[src/rtl/lcd_timing_controller.sv]
// rtl/lcd_timing_controller.sv - LCD/PPU dot, line and mode sequencer with CPU VRAM/OAM arbitration
module lcd_timing_controller #(
    parameter int DOTS_PER_LINE = 456,
    parameter int OAM_DOTS      = 80,
    parameter int DRAW_DOTS     = 172,
    parameter int VISIBLE_LINES = 144,
    parameter int TOTAL_LINES   = 154
) (
    input  logic       clk,
    input  logic       reset_n,
    input  logic       dot_en,
    input  logic       lcd_enable,
    input  logic [7:0] lyc,
    input  logic [3:0] stat_int_en,
    input  logic       cpu_vram_req,
    input  logic       cpu_oam_req,
    output logic [1:0] mode,
    output logic [7:0] ly,
    output logic [8:0] dot,
    output logic       coincidence,
    output logic       stat_irq,
    output logic       vblank_irq,
    output logic       oam_scan_start,
    output logic       draw_start,
    output logic       line_end,
    output logic       cpu_vram_grant,
    output logic       cpu_oam_grant
);

    if (OAM_DOTS + DRAW_DOTS >= DOTS_PER_LINE || DOTS_PER_LINE > 512 ||
        VISIBLE_LINES >= TOTAL_LINES || TOTAL_LINES > 256) begin : g_bad_params
        $error("lcd_timing_controller: inconsistent timing parameters");
    end

    localparam logic [1:0] MODE_HBLANK = 2'd0;
    localparam logic [1:0] MODE_VBLANK = 2'd1;
    localparam logic [1:0] MODE_OAM    = 2'd2;
    localparam logic [1:0] MODE_DRAW   = 2'd3;

    localparam logic [8:0] DOT_LAST   = 9'(DOTS_PER_LINE - 1);
    localparam logic [8:0] DOT_DRAW   = 9'(OAM_DOTS);
    localparam logic [8:0] DOT_HBLANK = 9'(OAM_DOTS + DRAW_DOTS);
    localparam logic [7:0] LY_LAST    = 8'(TOTAL_LINES - 1);
    localparam logic [7:0] LY_VBLANK  = 8'(VISIBLE_LINES);

    logic [8:0] dot_q, dot_d;
    logic [7:0] ly_q, ly_d;
    logic [1:0] mode_q, mode_d;
    logic       running_q, running_d;
    logic       coincidence_q;
    logic       stat_line_q, stat_line_d;
    logic       stat_irq_q, stat_irq_d;
    logic       vblank_irq_q, vblank_irq_d;
    logic       oam_scan_start_q, oam_scan_start_d;
    logic       draw_start_q, draw_start_d;
    logic       advance;
    logic       stat_cond;

    function automatic logic [1:0] mode_of(input logic [7:0] l, input logic [8:0] d);
        logic [1:0] m;
        if (l >= LY_VBLANK)     m = MODE_VBLANK;
        else if (d < DOT_DRAW)   m = MODE_OAM;
        else if (d < DOT_HBLANK) m = MODE_DRAW;
        else                     m = MODE_HBLANK;
        return m;
    endfunction

    // running_q distinguishes the parked (disabled/not yet strobed) state, which reports mode 0
    always_comb begin
        advance   = lcd_enable & dot_en;
        dot_d     = dot_q;
        ly_d      = ly_q;
        running_d = running_q;
        if (!lcd_enable) begin
            dot_d     = '0;
            ly_d      = '0;
            running_d = 1'b0;
        end else if (dot_en) begin
            running_d = 1'b1;
            if (!running_q) begin
                dot_d = 9'd1;
                ly_d  = '0;
            end else if (dot_q == DOT_LAST) begin
                dot_d = '0;
                ly_d  = (ly_q == LY_LAST) ? '0 : ly_q + 8'd1;
            end else begin
                dot_d = dot_q + 9'd1;
            end
        end
        mode_d = running_d ? mode_of(ly_d, dot_d) : MODE_HBLANK;

        oam_scan_start_d = advance & (~running_q | ((mode_d == MODE_OAM) & (dot_d == '0)));
        draw_start_d     = advance & running_q & (dot_d == DOT_DRAW) & (ly_d < LY_VBLANK);
        vblank_irq_d     = advance & running_q & (dot_d == '0) & (ly_d == LY_VBLANK);

        stat_cond = (coincidence_q & stat_int_en[3]) |
                    ((mode_q == MODE_OAM)    & stat_int_en[2]) |
                    ((mode_q == MODE_VBLANK) & stat_int_en[1]) |
                    ((mode_q == MODE_HBLANK) & stat_int_en[0]);
        stat_line_d = lcd_enable & stat_cond;
        stat_irq_d  = stat_line_d & ~stat_line_q;
    end

    always_ff @(posedge clk or negedge reset_n) begin
        if (!reset_n) begin
            dot_q            <= '0;
            ly_q             <= '0;
            mode_q           <= MODE_HBLANK;
            running_q        <= 1'b0;
            coincidence_q    <= 1'b0;
            stat_line_q      <= 1'b0;
            stat_irq_q       <= 1'b0;
            vblank_irq_q     <= 1'b0;
            oam_scan_start_q <= 1'b0;
            draw_start_q     <= 1'b0;
        end else begin
            dot_q            <= dot_d;
            ly_q             <= ly_d;
            mode_q           <= mode_d;
            running_q        <= running_d;
            coincidence_q    <= (ly_q == lyc);
            stat_line_q      <= stat_line_d;
            stat_irq_q       <= stat_irq_d;
            vblank_irq_q     <= vblank_irq_d;
            oam_scan_start_q <= oam_scan_start_d;
            draw_start_q     <= draw_start_d;
        end
    end

    assign mode           = mode_q;
    assign ly             = ly_q;
    assign dot            = dot_q;
    assign coincidence    = coincidence_q;
    assign stat_irq       = stat_irq_q;
    assign vblank_irq     = vblank_irq_q;
    assign oam_scan_start = oam_scan_start_q;
    assign draw_start     = draw_start_q;
    assign line_end       = advance & running_q & (dot_q == DOT_LAST);

    assign cpu_vram_grant = ~lcd_enable | (mode_q != MODE_DRAW);
    assign cpu_oam_grant  = ~lcd_enable | (mode_q == MODE_HBLANK) | (mode_q == MODE_VBLANK);

    // Bus logic must hold off a request that is not granted; flag it when it does not
    assert property (@(posedge clk) disable iff (!reset_n) !(cpu_vram_req && !cpu_vram_grant))
        else $error("cpu_vram_req while PPU owns VRAM");
    assert property (@(posedge clk) disable iff (!reset_n) !(cpu_oam_req && !cpu_oam_grant))
        else $error("cpu_oam_req while PPU owns OAM");

endmodule

[config.mk]
export PLATFORM = sky130hd
export DESIGN_NAME = lcd_timing_controller
export DESIGN_NICKNAME = d
export VERILOG_FILES = /design/src/rtl/lcd_timing_controller.sv
export SDC_FILE = /design/constraint.sdc
export NUM_CORES = 1
export LEC_CHECK = 0
export ABC_AREA = 1
export BUFFER_PORTS_ARGS = -buffer_cell sky130_fd_sc_hd__buf_2
export CORE_UTILIZATION = 40
export CTS_BUF_LIST = sky130_fd_sc_hd__clkbuf_8
export DETAILED_ROUTE_END_ITERATION = 8
export PLACE_DENSITY = 0.7
export SYNTH_ARGS = -nofsm -noshare
export SYNTH_HDL_FRONTEND = slang
export SYNTH_SLANG_ARGS = --single-unit
[constraint.sdc]
create_clock -name clk -period 2.75 [get_ports clk]
set_input_delay 0.4125 -clock clk [delete_from_list [all_inputs] [get_ports clk]]
set_output_delay 0.4125 -clock clk [all_outputs]
set_load 0.1 [all_outputs]
### After elaboration in Yosys (flattened, before gate mapping)

Index checks and enable logic that the tools add are counted.

* $add $sub $neg: 2
* order comparisons: 4
* reductions and logical operators: 2
* bitwise gates (word level): 25
* multiplexer cells: 15
* equal/unequal tests: 9

Operator list (count)
* 2-to-1 mux 8 bit: 5
* 2-to-1 mux 9 bit: 4
* equality test 8 bit, second input constant: 2
* AND 1 bit: 15
* adder 9 x 1 -> 9 bit, second input constant: 1
* equality test 9 x 7 -> 1 bit, second input constant: 1
* equality test 9 bit, second input constant: 1
* zero test 9 bit: 1
* less-than comparator 9 x 7 -> 1 bit, second input constant: 1
* less-than comparator 9 x 8 -> 1 bit, second input constant: 1
* adder 8 x 1 -> 8 bit, second input constant: 1
* equality test 8 bit: 1
* >= comparator 8 bit, second input constant: 1
* less-than comparator 8 bit, second input constant: 1
* 2-to-1 mux 2 bit: 4
* OR 1 bit: 7
* equality test 2 bit, second input constant: 2
* NOT 1 bit: 3
* equality test 2 x 1 -> 1 bit, second input constant: 1
* zero test 2 bit: 1
* 2-to-1 mux 1 bit: 2
* != test 2 bit, second input constant: 1

* bits of input ports: 18
* bits in registers: 26

### Logic depth before layout (Yosys ltp)

Gate-level depths: netlist (run 1).

* word-level depth: 14
* mapped depth: 14
* gate-level depth less buffers: 14

### Least setup slack after synthesis (run 1)

No wires, ideal clock.

* kind: register -> output
* from: register dot_q[1], in the netlist dot[1]
* to: output line_end
* path slack: -1.326 ns
* stages on the path, launching flop included: 6
* arrival time: 3.663 ns
* cell sequence: dfrtp_1 > ha_1 > nand2_2 > nor2_4 > nand2_4 > nor3_1

* cells in the longest elaborated chain, start to end: 2

Ends and longest elaborated chain
* from (decl): line 46 `logic [8:0] dot_q, dot_d;`
* from (signal assigned): line 117 `dot_q <= dot_d;`
* equality test 9 bit: line 138 `assign line_end = advance & running_q & (dot_q == DOT_LAST);`
* AND 1 bit: line 138
* to (decl): line 25 `output logic line_end,`

Every way passes these cells.

### Final worst setup path (run 1)

* from: register dot_q[0], in the netlist dot[0]
* to: output line_end

The elaborated chain is that of the path after synthesis.

==> results of run 1 <==
[worst max-delay path: stages (launching register included)]
cell and delay, ps:
dfrtp_2 400, ha_1 250, nand2_2 120, nor2_4 140, nand2_4 120, nor3_4 180, buf_2 440
[cell usage in the layout, fill, tap and decap left out, drive strengths merged, types with 2 or more instances in the layout]
cell    Yosys  layout
ha          3       3
buf         4      42
clkbuf      2       3
nand3      29      29
nor2       31      31
nand2      66      66
xnor2       8       8
inv        45      45
o22ai       3       3
clkinv      2       2
a21oi       7       7
nand4       8       8
nor3        4       4
o21ai       7       7
dfrtp      26      26
[cell usage after synthesis, types with 4 or more instances]
| cell type | number |
|---|---|
| nor2_2 | 4 |
| inv_1 | 42 |
| dfrtp_1 | 26 |
| nand3_1 | 26 |
| nor2_1 | 24 |
| nand2_2 | 9 |
| xnor2_1 | 8 |
| nand4_1 | 7 |
| nor3_1 | 4 |
| a21oi_1 | 5 |
| nand2_1 | 54 |
| o21ai_0 | 5 |
[metrics by stage]
stage	std cells	hold slack, ps	instance area (µm²)	setup WS [ps]
after CTS	343	136	2130	400
final	343	114	2130	406
after global routing	343	168	2130	312
after floorplan	251	117	1850	56.7
after global placement	339	390	2060	645
after detailed placement	339	393	2060	675
[layer usage]
layer | share of wire (%) | track usage [%] | up-vias
met5 | 0 | 0 | -
met4 | 1.6 | 8.89 | 0
met3 | 6.2 | 2.03 | 6
met2 | 46 | 29.3 | 59
met1 | 46 | 26.6 | 784
li1 | - | - | 877
[how the worst max path moves through the flow]
stage | depth (start not counted) | slack (ps) | end | start
floorplan | 4 | 60 | line_end | dot[6]
global route | 6 | 310 | line_end | dot[0]
detailed placement | 10 | 670 | oam_scan_start | lcd_enable
finish | 6 | 410 | line_end | dot[0]
CTS | 6 | 400 | line_end | dot[0]
global placement | 10 | 650 | oam_scan_start | lcd_enable
[report_power, final]
part | switching, W | internal (W)
logic | 0.000120 | 0.0000385
clock network | 0.000132 | 0.000195
registers | 0.0000117 | 0.000391
[area by class of cell]
cell class                 count  area [µm²]
fill                         460        2250
sequential                    26         653
clock inverter                 1        30.0
multi-input combinational    172         956
clock buffer                   3        41.3
tap                           52        65.1
inverter                      47         176
timing repair buffer          42         210
[logic make-up after synthesis]
family	share of synthesized area (%)
AND/OR/NAND/NOR	37.6
AO/OA/AOI/OAI	7.97
buffers and inverters	13.1
adder cells (fa/ha/maj)	2.04
flip-flops	35.4
XOR/XNOR	3.81
[state kept, by name, summed over array words and instances, names as in the netlist]
name and count:
dot 9, ly 8, mode 2, coincidence 1, draw_start 1, oam_scan_start 1
running_q 1, stat_irq 1, stat_line_q 1, vblank_irq 1
==> impl.org, run 1 <==
** Routing
- Using the TritonRoute via totals, the vias-per-cell ratio works out to 5.03.
- DRC Markers :: 0
- Summed over all layers, the routed wires come to 4300 µm.
- The first TritonRoute pass finished after 5 iterations.
- In this run, the number of DRC markers left after iteration 0 of detailed routing was 109.
- The count of nets left with antenna violations once routing finished came out at 0.
- DR vias :: 1726
- Dividing the detail-routed wire length by the instance count gives 12.5 µm.

** Floorplan
- 45 I/O pins were placed.
- For this configuration, the core starts out at a cell density of 41.9%.
- The floorplan step defined a core boundary enclosing 0.00438 mm².
- Die width :: 69.8 µm
- Vertical die dimension :: 69.8 µm
- The die covers 0.00487 mm².
- Number of standard-cell rows in the floorplan :: 24

** Job
- Max-cap violations in this run came to 0.

** GRT
- Largest net degree at the start of global routing :: 28
- After global routing the overflow that remains totals 0.
- The initial antenna violation count is 0.
- Via count of the first global-routing pass :: 1622
- The first global-routing pass estimated 7400 µm of wire.
- Global-route usage over all layers :: 19.0%

** Place
- Routability-driven placement finished with a final weighted congestion of 0.897.
- The count of buffers added on input and output ports is 42.
- The wire-length estimate of the detail-placed layout is 3180 µm.

** Power
- The design draws 0.000889 W.
- VDD sags by at most 0.206 mV.
- P_leak :: 1.19 nW
- For this design the ratio of total power to cell area is 417 mW/mm².

** Clock network
- Number of buffers added by the clock tree synthesis step :: 3
- Clk buf depth :: 2
- TritonCTS Sinks :: 26
- Clock tree from TritonCTS :: done
- Post-CTS repair timing setup buffer count :: 0
- CTS built an H-tree with a depth of 1.
- Number of cells upsized or downsized after cts :: 0
- The cell sitting at the root of the clock tree is a clkbuf_8.
- Clock latency on the worst-skew pair, taken at its later pin, is 280 ps.
- Total of hold buffers inserted after clock tree synthesis :: 0
- Clock-pin slew was measured on the worst setup and hold paths at 100 ps.

** Final layout
- Diodes inserted :: 0
- Post-layout nets :: 313
- Cells fill 48.6% of the core in the end.
- Fraction of layout instances using a drive strength above 1 :: 26.8%
- Area growth from synthesis to final layout :: 16.1%

** Min path
- Kind of path behind the tightest hold check :: in -> async

** Synthesis
- Share of the synthesized area in the top cell type :: 35.4%
- After synthesis the cells add up to 0.00184 mm².
- Mean post-synth cell area :: 7.32 µm²
- For this run, asynchronously set or reset flops after synthesis account for 100%.
- dfrtp_1 takes more of the synthesized area than any other cell.
- Post-synthesis sequential area ratio :: 35.4%
- Number of standard cells after synthesis :: 251
- Net count after synthesis :: 272
- Synthesis inferred 26 register bits.
- In the post-synthesis netlist, the biggest area contributors are dfrtp_1, nand2_1, inv_1.
- EDFF count, synth :: 0
- In the synthesized netlist the dominant register cell turns out to be dfrtp_1.
- Ys Warns :: 0
- Yosys mapped the design onto 32 distinct sky130hd cell types.

** Outcome
- Status :: completed

** Setup path
- Of all nets on the critical path, the largest fanout is 6.
- Number of cells on the worst reg-to-reg path :: 13
- Worst Path Arrival :: 1930 ps
- Crit path launch type :: register
- The worst register-to-register path begins at dot[0].
- STA puts the critical path data required time at 2340 ps.
- By startpoint and endpoint, the worst setup path is classified as reg -> out.
- In this run the register-to-register setup slack is 680 ps.
- The worst setup path is captured at an output port.
- RR Endpoint :: oam_scan_start

** Timing
- The max-slew violation count came to 0.
- Static timing analysis puts the maximum clock frequency at 427 MHz.
- The smallest clock period supported by the final layout is computed as 2340 ps.
- On the final layout, the worst clock skew is 10.2 ps.
- Measured against its own limit, the worst slew margin works out to 61.5%.
- Setup repair after global routing left no endpoint under its margin.
- Share of the cycle needed by the critical path after routing :: 85.2%
- Accumulated negative setup slack :: 0 ps
- Setup violations remaining at the end of the flow were counted as 0.
- For the pin with the worst max-slew slack, the measured transition is 578 ps.
- The count of endpoints failing hold in the final timing report is 0.
Power figures use the tool's default switching activity.
==> run 2: changes to the inputs <==
- ABC_AREA: 1 -> default
==> run 2 against run 1 <==
  * Final cell count is 19% lower
  * Via count decreased by 9.3%
  * Wire length down 2.1%
  * Clock power down 34%
  * Total power fell by 18%
  * Cell area down 5.1%
  * Synthesized area shrank 5.7%
  * Die area fell by 5.5%
  * Critical path type unchanged
  * Highest routed layer unchanged
==> impl.org, run 2 <==
** Timing
- The max-slew violation count was 0.
- Accumulated negative setup slack :: 0 ps
- Timing would allow up to 393 MHz.
- Of the available clock period, the critical path in the final layout requires 92.5%.
- Post-route minimum period :: 2540 ps
- Final setup skew :: 3.25 ps
- Headroom to the max-slew limit :: 61.0%
- Setup repair after global routing missed its margin :: false
- Setup-violating endpoint count in the final report :: 0
- Setup slack on the critical path of the routed design comes to 207 ps.
- Measured slew at the worst slew-check pin :: 585 ps
- Hold violation total from the final report :: 0

** Floorplan
- Area of the core :: 0.00409 mm²
- In this run the horizontal extent of the chip is 67.8 µm.
- Overall die area :: 0.00460 mm²
- The floorplan step set the die height to 67.8 µm.
- Initial core utilization :: 42.4%
- Number of standard-cell rows in the floorplan :: 23
- In this run the count of I/O pins placed on the die edge is 45.

** Clock network
- Post-CTS repair timing setup buffer count :: 0
- The clock net in this run drives a total of 26 sinks.
- Clk buf depth :: 2
- The clock reaches the later pin of the worst-skew pair after 260 ps.
- TritonCTS built the clock tree.
- In this run the number of H-tree levels came out at 1.
- Buffer cell driving the clock tree root :: clkbuf_8
- Worst-path clk slew :: 90 ps
- The number of hold buffers added after CTS was 0.
- Number of buffers added by the clock tree synthesis step :: 3
- Post-CTS repair changed the size of 0 cells.

** Setup path
- Buffers plus inverters on the worst setup path :: 1
- Cell type group with the largest total delay on the critical path :: simple AND/OR/NAND/NOR gates
- Setup slack of the most critical reg-to-reg path :: 390 ps
- The worst setup path is captured at an output port.
- Library cell contributing the largest single delay on the critical path :: dfrtp_2
- Data required time of the worst path :: 2340 ps
- RR Endpoint :: vblank_irq
- Worst Path Arrival :: 2130 ps
- Critical-path cell list :: ha_1, and4_1, nand3_1, nor2_4, buf_2
- Reg2reg start :: dot[0]
- Number of cells on the worst reg-to-reg path :: 7
- In this design, the stage delay of the slowest critical-path cell is 460 ps.
- Worst Setup Path Type :: reg -> out
- Crit path launch type :: register
- Crit-path max FO :: 8

** Synthesis
- Synth async-reset ratio :: 100%
- EDFF count, synth :: 0
- Share of the synthesized area in the top cell type :: 37.5%
- Synth Flop Type :: dfrtp_1
- The commonest cells after synthesis are dfrtp_1, nor2_1, xnor2_1.
- Cell types occupying the most area after synthesis :: dfrtp_1, xnor2_1, o21ai_0
- After technology mapping, the gate count stands at 185.
- The number of nets handed over by synthesis was 206.
- Mean post-synth cell area :: 9.37 µm²
- The Yosys step of the flow raised 0 warnings.
- The synthesized design spends more area on one cell type than any other, namely dfrtp_1.
- Post-synthesis instance area :: 0.00173 mm²
- Among all cell types in the netlist, the one instantiated most often is dfrtp_1.
- Post-synthesis sequential area ratio :: 37.5%
- Netlist cell types :: 50
- After synthesis the netlist holds a flip-flop and latch count of 26.

** Final layout
- Most frequent standard cell in the layout excluding fill and tap cells :: buf_2
- Largest register FFs :: 9
- Fraction of layout instances using a drive strength above 1 :: 29.1%
- Commonest cells after routing, fill and taps aside :: buf_2, dfrtp_1, nor2_1, xnor2_1, o21ai_0
- The filler cells instantiated in the layout total 397.
- Core Util, Final :: 49.5%
- Area growth from synthesis to final layout :: 16.8%
- Diodes inserted :: 0
- Post-layout nets :: 249
- Once layout is complete, the cells apart from fillers number 277.

** Place
- Routability-driven placement congestion ratio :: 0.911
- Detailed placer's ending HPWL :: 3180 µm
- Placed Cells incl. Taps :: 273
- Worst setup timing slack at the placement stage :: 428 ps
- Total of buffers placed on input and output ports :: 42

** GRT
- Entering global routing, the biggest net connects 27 pins.
- The first global-routing pass estimated 7070 µm of wire.
- Number of antenna violations at the first check in global routing :: 0
- Congestion Overflow GR :: 0
- The via count of the first global-routing pass came to 1456.
- For this run, the total global-route usage over all layers was measured as 20.5%.

** Routing
- Drt via density :: 5.65
- Wires add up to 4200 µm.
- The pre-antenna-repair detailed-routing pass consisted of 4 iterations.
- For this run, design rule violations remaining after detail routing come to 0.
- The detailed router placed 1565 vias in this run.
- DR WL/cell :: 15.2 µm
- The detailed router finished its first iteration with 102 violations.
- Number of routed nets with antenna violations :: 0

** Power
- Share of power burned in registers :: 54.9%
- Cell internal power was estimated by the tool at 0.000517 W.
- Sw Pwr :: 0.000208 W
- The clock network is responsible for 30.0% of the overall power.
- Combinational logic burns 15.2% of the power.
- Sw frac :: 28.7%
- P_leak :: 0.906 nW
- Power per cell area :: 358 mW/mm²
- Worst-case vdd ir drop :: 0.200 mV
- The design draws 0.000725 W.

** Min path
- The path class of the tightest hold or removal check is in -> async.

** Outcome
- Status :: completed

** Job
- Across the run, the number of max-cap violations was 0.
==> run 2: changes by cell type in the layout (fill, tap and decap cells not counted), moves of 5 or more <==
cell	previous run	this run
xnor2_1	8	15
nor2_1	24	16
nand3_1	26	8
nor2b_1	0	5
nand2_2	9	0
inv_1	42	9
o21ai_0	5	14
nand2_1	54	13
==> run 2: worst max path at each step <==
stage / cells past startpoint / to / start
2_1_floorplan: 6 / vblank_irq / dot[8]
3_3_place_gp: 7 / vblank_irq / dot[0]
3_5_place_dp: 6 / vblank_irq / dot[3]
4_1_cts: 5 / line_end / dot[0]
5_1_grt: 5 / line_end / dot[0]
6_report: 5 / line_end / dot[0]
==> run 2: logic make-up (layout without fill, tap and decap cells) <==
| kind of cell | after synthesis | count (layout) | share of synthesized area [%] |
|---|---|---|---|
| and+or+nand+nor | 80 | 80 | 28.7 |
| muxes | 2 | 2 | 1.23 |
| DFF | 26 | 26 | 37.5 |
| adders and majority gates | 3 | 3 | 2.17 |
| AOI/OAI and AO/OA | 41 | 41 | 16.0 |
| buffers and inverters | 14 | 56 | 4.76 |
| xor gates and xnor gates | 19 | 19 | 9.60 |
==> run 2: layer usage <==
metal / up-vias / GRT usage, % / wire [µm]
li1: 766 / - / -
met1: 743 / 29.0 / 2010
met2: 49 / 31.9 / 1930
met3: 7 / 3.50 / 199
met4: 0 / 5.99 / 57
met5: - / 0 / 0
==> run 2: layout make-up <==
type / count / area (µm²) / share of cell area [%]
Timing Repair Buffer: 44 / 225 / 11.1
Clock inverter: 1 / 3.75 / 0.186
Clock buffer: 3 / 41.3 / 2.04
Multi-Input combinational cell: 145 / 1010 / 49.8
Tap cell: 50 / 62.6 / 3.09
Inverter: 8 / 30.0 / 1.48
Sequential cell: 26 / 653 / 32.3
==> run 2: worst reg2reg max path, delay by kind of cell, from the launching register on <==
family,cells,cell delay (ps)
and+or+nand+nor,4,1110
DFF,1,460
adders and majority gates,1,370
AOI/OAI and AO/OA,2,330
==> run 2: through the flow <==
step	cell area, µm²	hold slack (ps)
after floorplan	1740	117
after global placement	1980	385
after detailed placement	1980	391
after CTS	2020	154
after global routing	2020	181
final	2020	135
==> run 2: power groups by stage <==
stage / Combinational, W / Sequential [W] / Clock (W)
floorplan: 0.0000472 / 0.000435 / 0
CTS: 0.000111 / 0.000398 / 0.000222
finish: 0.000110 / 0.000398 / 0.000217
detailed placement: 0.000111 / 0.000405 / 0
global placement: 0.000110 / 0.000405 / 0
global route: 0.000120 / 0.000399 / 0.000238
==> run 3: changes to the inputs <==
- PLACE_DENSITY: 0.7 -> 0.65
==> run 3 against run 2 <==
  * Sequential cell count unchanged
  * Count of clock-buffer cells in the layout unchanged
  * Final cell count up 0.36%
  * Core utilization up 0.83 points
  * Via count down 0.83%
  * Clock power up 47%
  * Clock skew up 4.5 ps
==> impl.org, run 3 (synthesis gave the netlist of run 2 again) <==
** Outcome
- The flow ran to the end, and the final reports show no timing, DRC or antenna violations.

** Timing
- Between clock sinks in the finished design, the worst skew comes to 7.74 ps.
- Measured slew at the worst slew-check pin :: 575 ps
- Hold is met by 121 ps.
- The worst path uses 93.1% of the clock period.
- Setup-violating endpoint count in the final report :: 0
- The count of endpoints failing hold in the final timing report is 0.
- Pins over their slew limit :: 0
- Setup repair after global routing missed its margin :: false
- Post-route minimum period :: 2560 ps
- Fmax achieved :: 391 MHz
- Min setup slack post-route :: 190 ps
- Summed over all failing endpoints, the final setup total negative slack is 0 ps.
- Measured against its own limit, the worst slew margin works out to 61.7%.

** Place
- Routability-driven placement congestion ratio :: 0.893
- After detailed placement, the total cell area comes to 0.00199 mm².
- Total of buffers placed on input and output ports :: 42
- Worst setup timing slack at the placement stage :: 472 ps
- Detailed placer's ending HPWL :: 3100 µm

** Power
- The worst-case IR drop observed on VDD is 0.279 mV.
- Power per cell area :: 403 mW/mm²
- The analysis attributes to cell leakage a power of 0.920 nW.

** Routing
- Using the TritonRoute via totals, the vias-per-cell ratio works out to 5.58.
- DR WL/cell :: 15.0 µm
- Total wirelength of the detailed-routed design :: 4180 µm
- Number of routed nets with antenna violations :: 0
- DRC Markers :: 0
- In this run, the number of DRC markers left after iteration 0 of detailed routing was 47.
- DR pass1 iterations :: 4
- Detailed routing inserted a total of 1552 vias.

** GRT
- The initial antenna violation count is 0.
- The via count of the first global-routing pass came to 1383.
- Global-route usage over all layers :: 20.0%
- Global-route wire length before repair :: 6890 µm
- Largest net degree at the start of global routing :: 27
- Congestion Overflow GR :: 0

** Min path
- Kind of path behind the tightest hold check :: in -> async

** Final layout
- Fraction of layout instances using a drive strength above 1 :: 29.8%
- Once layout is done, the placed cells without fillers occupy 0.00206 mm².
- Counting the fill cells in the layout gives 395.
- The area growth from synthesis to layout is 18.7%.
- Post-layout nets :: 250
- Leaving out fill and tap cells, the most frequent cell in the layout is buf_2.
- Leaving out fill and tap cells, the most frequent cells in the layout are buf_2, dfrtp_1, nor2_1, xnor2_1, o21ai_0.
- Largest register FFs :: 9
- 0 antenna diodes ended up in the layout.

** Floorplan
- For this configuration, the core starts out at a cell density of 42.4%.
- Measured along the x axis, the die boundary spans 67.8 µm.
- 45 I/O pins were placed.
- In this run the standard cell core region covers 0.00409 mm².
- Number of standard-cell rows in the floorplan :: 23
- The floorplan step set the die height to 67.8 µm.
- The die covers 0.00460 mm².

** Setup path
- The worst setup path is launched from a register.
- The worst register-to-register path has a depth of 6.
- Crit-path max FO :: 8
- Data on the critical path arrives at its endpoint at 2150 ps.
- Category of the worst setup path capture point :: output port
- In this run the critical register-to-register path is launched from dot[0].
- RR Endpoint :: draw_start
- Setup slack of the most critical reg-to-reg path :: 420 ps
- Data on the critical path is required at its endpoint by 2340 ps.
- The critical path is of the reg -> out type.

** Clock network
- The number of setup buffers added after CTS is 0.
- Number of H-tree levels :: 1
- TritonCTS built the clock tree.
- The clock net in this run drives a total of 26 sinks.
- Worst-path clk slew :: 100 ps
- Buffer cell driving the clock tree root :: clkbuf_8
- Skew-Pair Late Insertion Delay :: 270 ps
- Gates resized during post-CTS repair numbered 0.
- Number of buffers added by the clock tree synthesis step :: 3
- Clk buf depth :: 2
- Total of hold buffers inserted after clock tree synthesis :: 0

** Job
- Number of max-capacitance violations reported :: 0
[run 3: critical path, cell delays in order, from the launching register on]
cell and delay, ps:
dfrtp_2 460, ha_1 370, and4_1 310, nand3_1 190
nor2_4 120, buf_2 430
[run 3: stage by stage]
| stage | instances | total power, W | util [%] |
|---|---|---|---|
| 6_report | 278 | 0.000829 | 50.3 |
| 5_1_grt | 278 | 0.000863 | 50.3 |
| 4_1_cts | 278 | 0.000840 | 50.3 |
| 3_5_place_dp | 274 | 0.000517 | 48.6 |
| 3_3_place_gp | 274 | 0.000516 | 48.6 |
| 2_1_floorplan | 185 | 0.000482 | - |
[run 3: worst max path at each step]
stage	start	end	slack, ps
2_1_floorplan	dot[8]	vblank_irq	80
3_3_place_gp	dot[0]	vblank_irq	480
3_5_place_dp	dot[3]	vblank_irq	470
4_1_cts	dot[0]	line_end	190
5_1_grt	dot[0]	line_end	80
6_report	dot[0]	line_end	190
[run 3: final cells by class]
cell class                 count  area [µm²]  share of cell area [%]
clock buffer                   3        41.3                    2.01
clock inverter                 1        30.0                    1.46
inverter                       8        30.0                    1.46
multi-input combinational    145        1010                    49.0
sequential                    26         653                    31.8
tap                           50        62.6                    3.04
timing repair buffer          45         233                    11.3
[run 3: power breakdown]
group / switching [W] / internal (W) / leakage [nW]
Clock: 0.000125 / 0.000195 / 0.0357
Combinational: 0.0000849 / 0.0000297 / 0.531
Sequential: 0.00000606 / 0.000389 / 0.353
[run 3: per-layer routing]
| metal | global-route usage, % | wire (µm) |
|---|---|---|
| met5 | 0 | 0 |
| met4 | 4.17 | 37 |
| met3 | 2.00 | 208 |
| met2 | 30.1 | 1840 |
| met1 | 31.0 | 2090 |
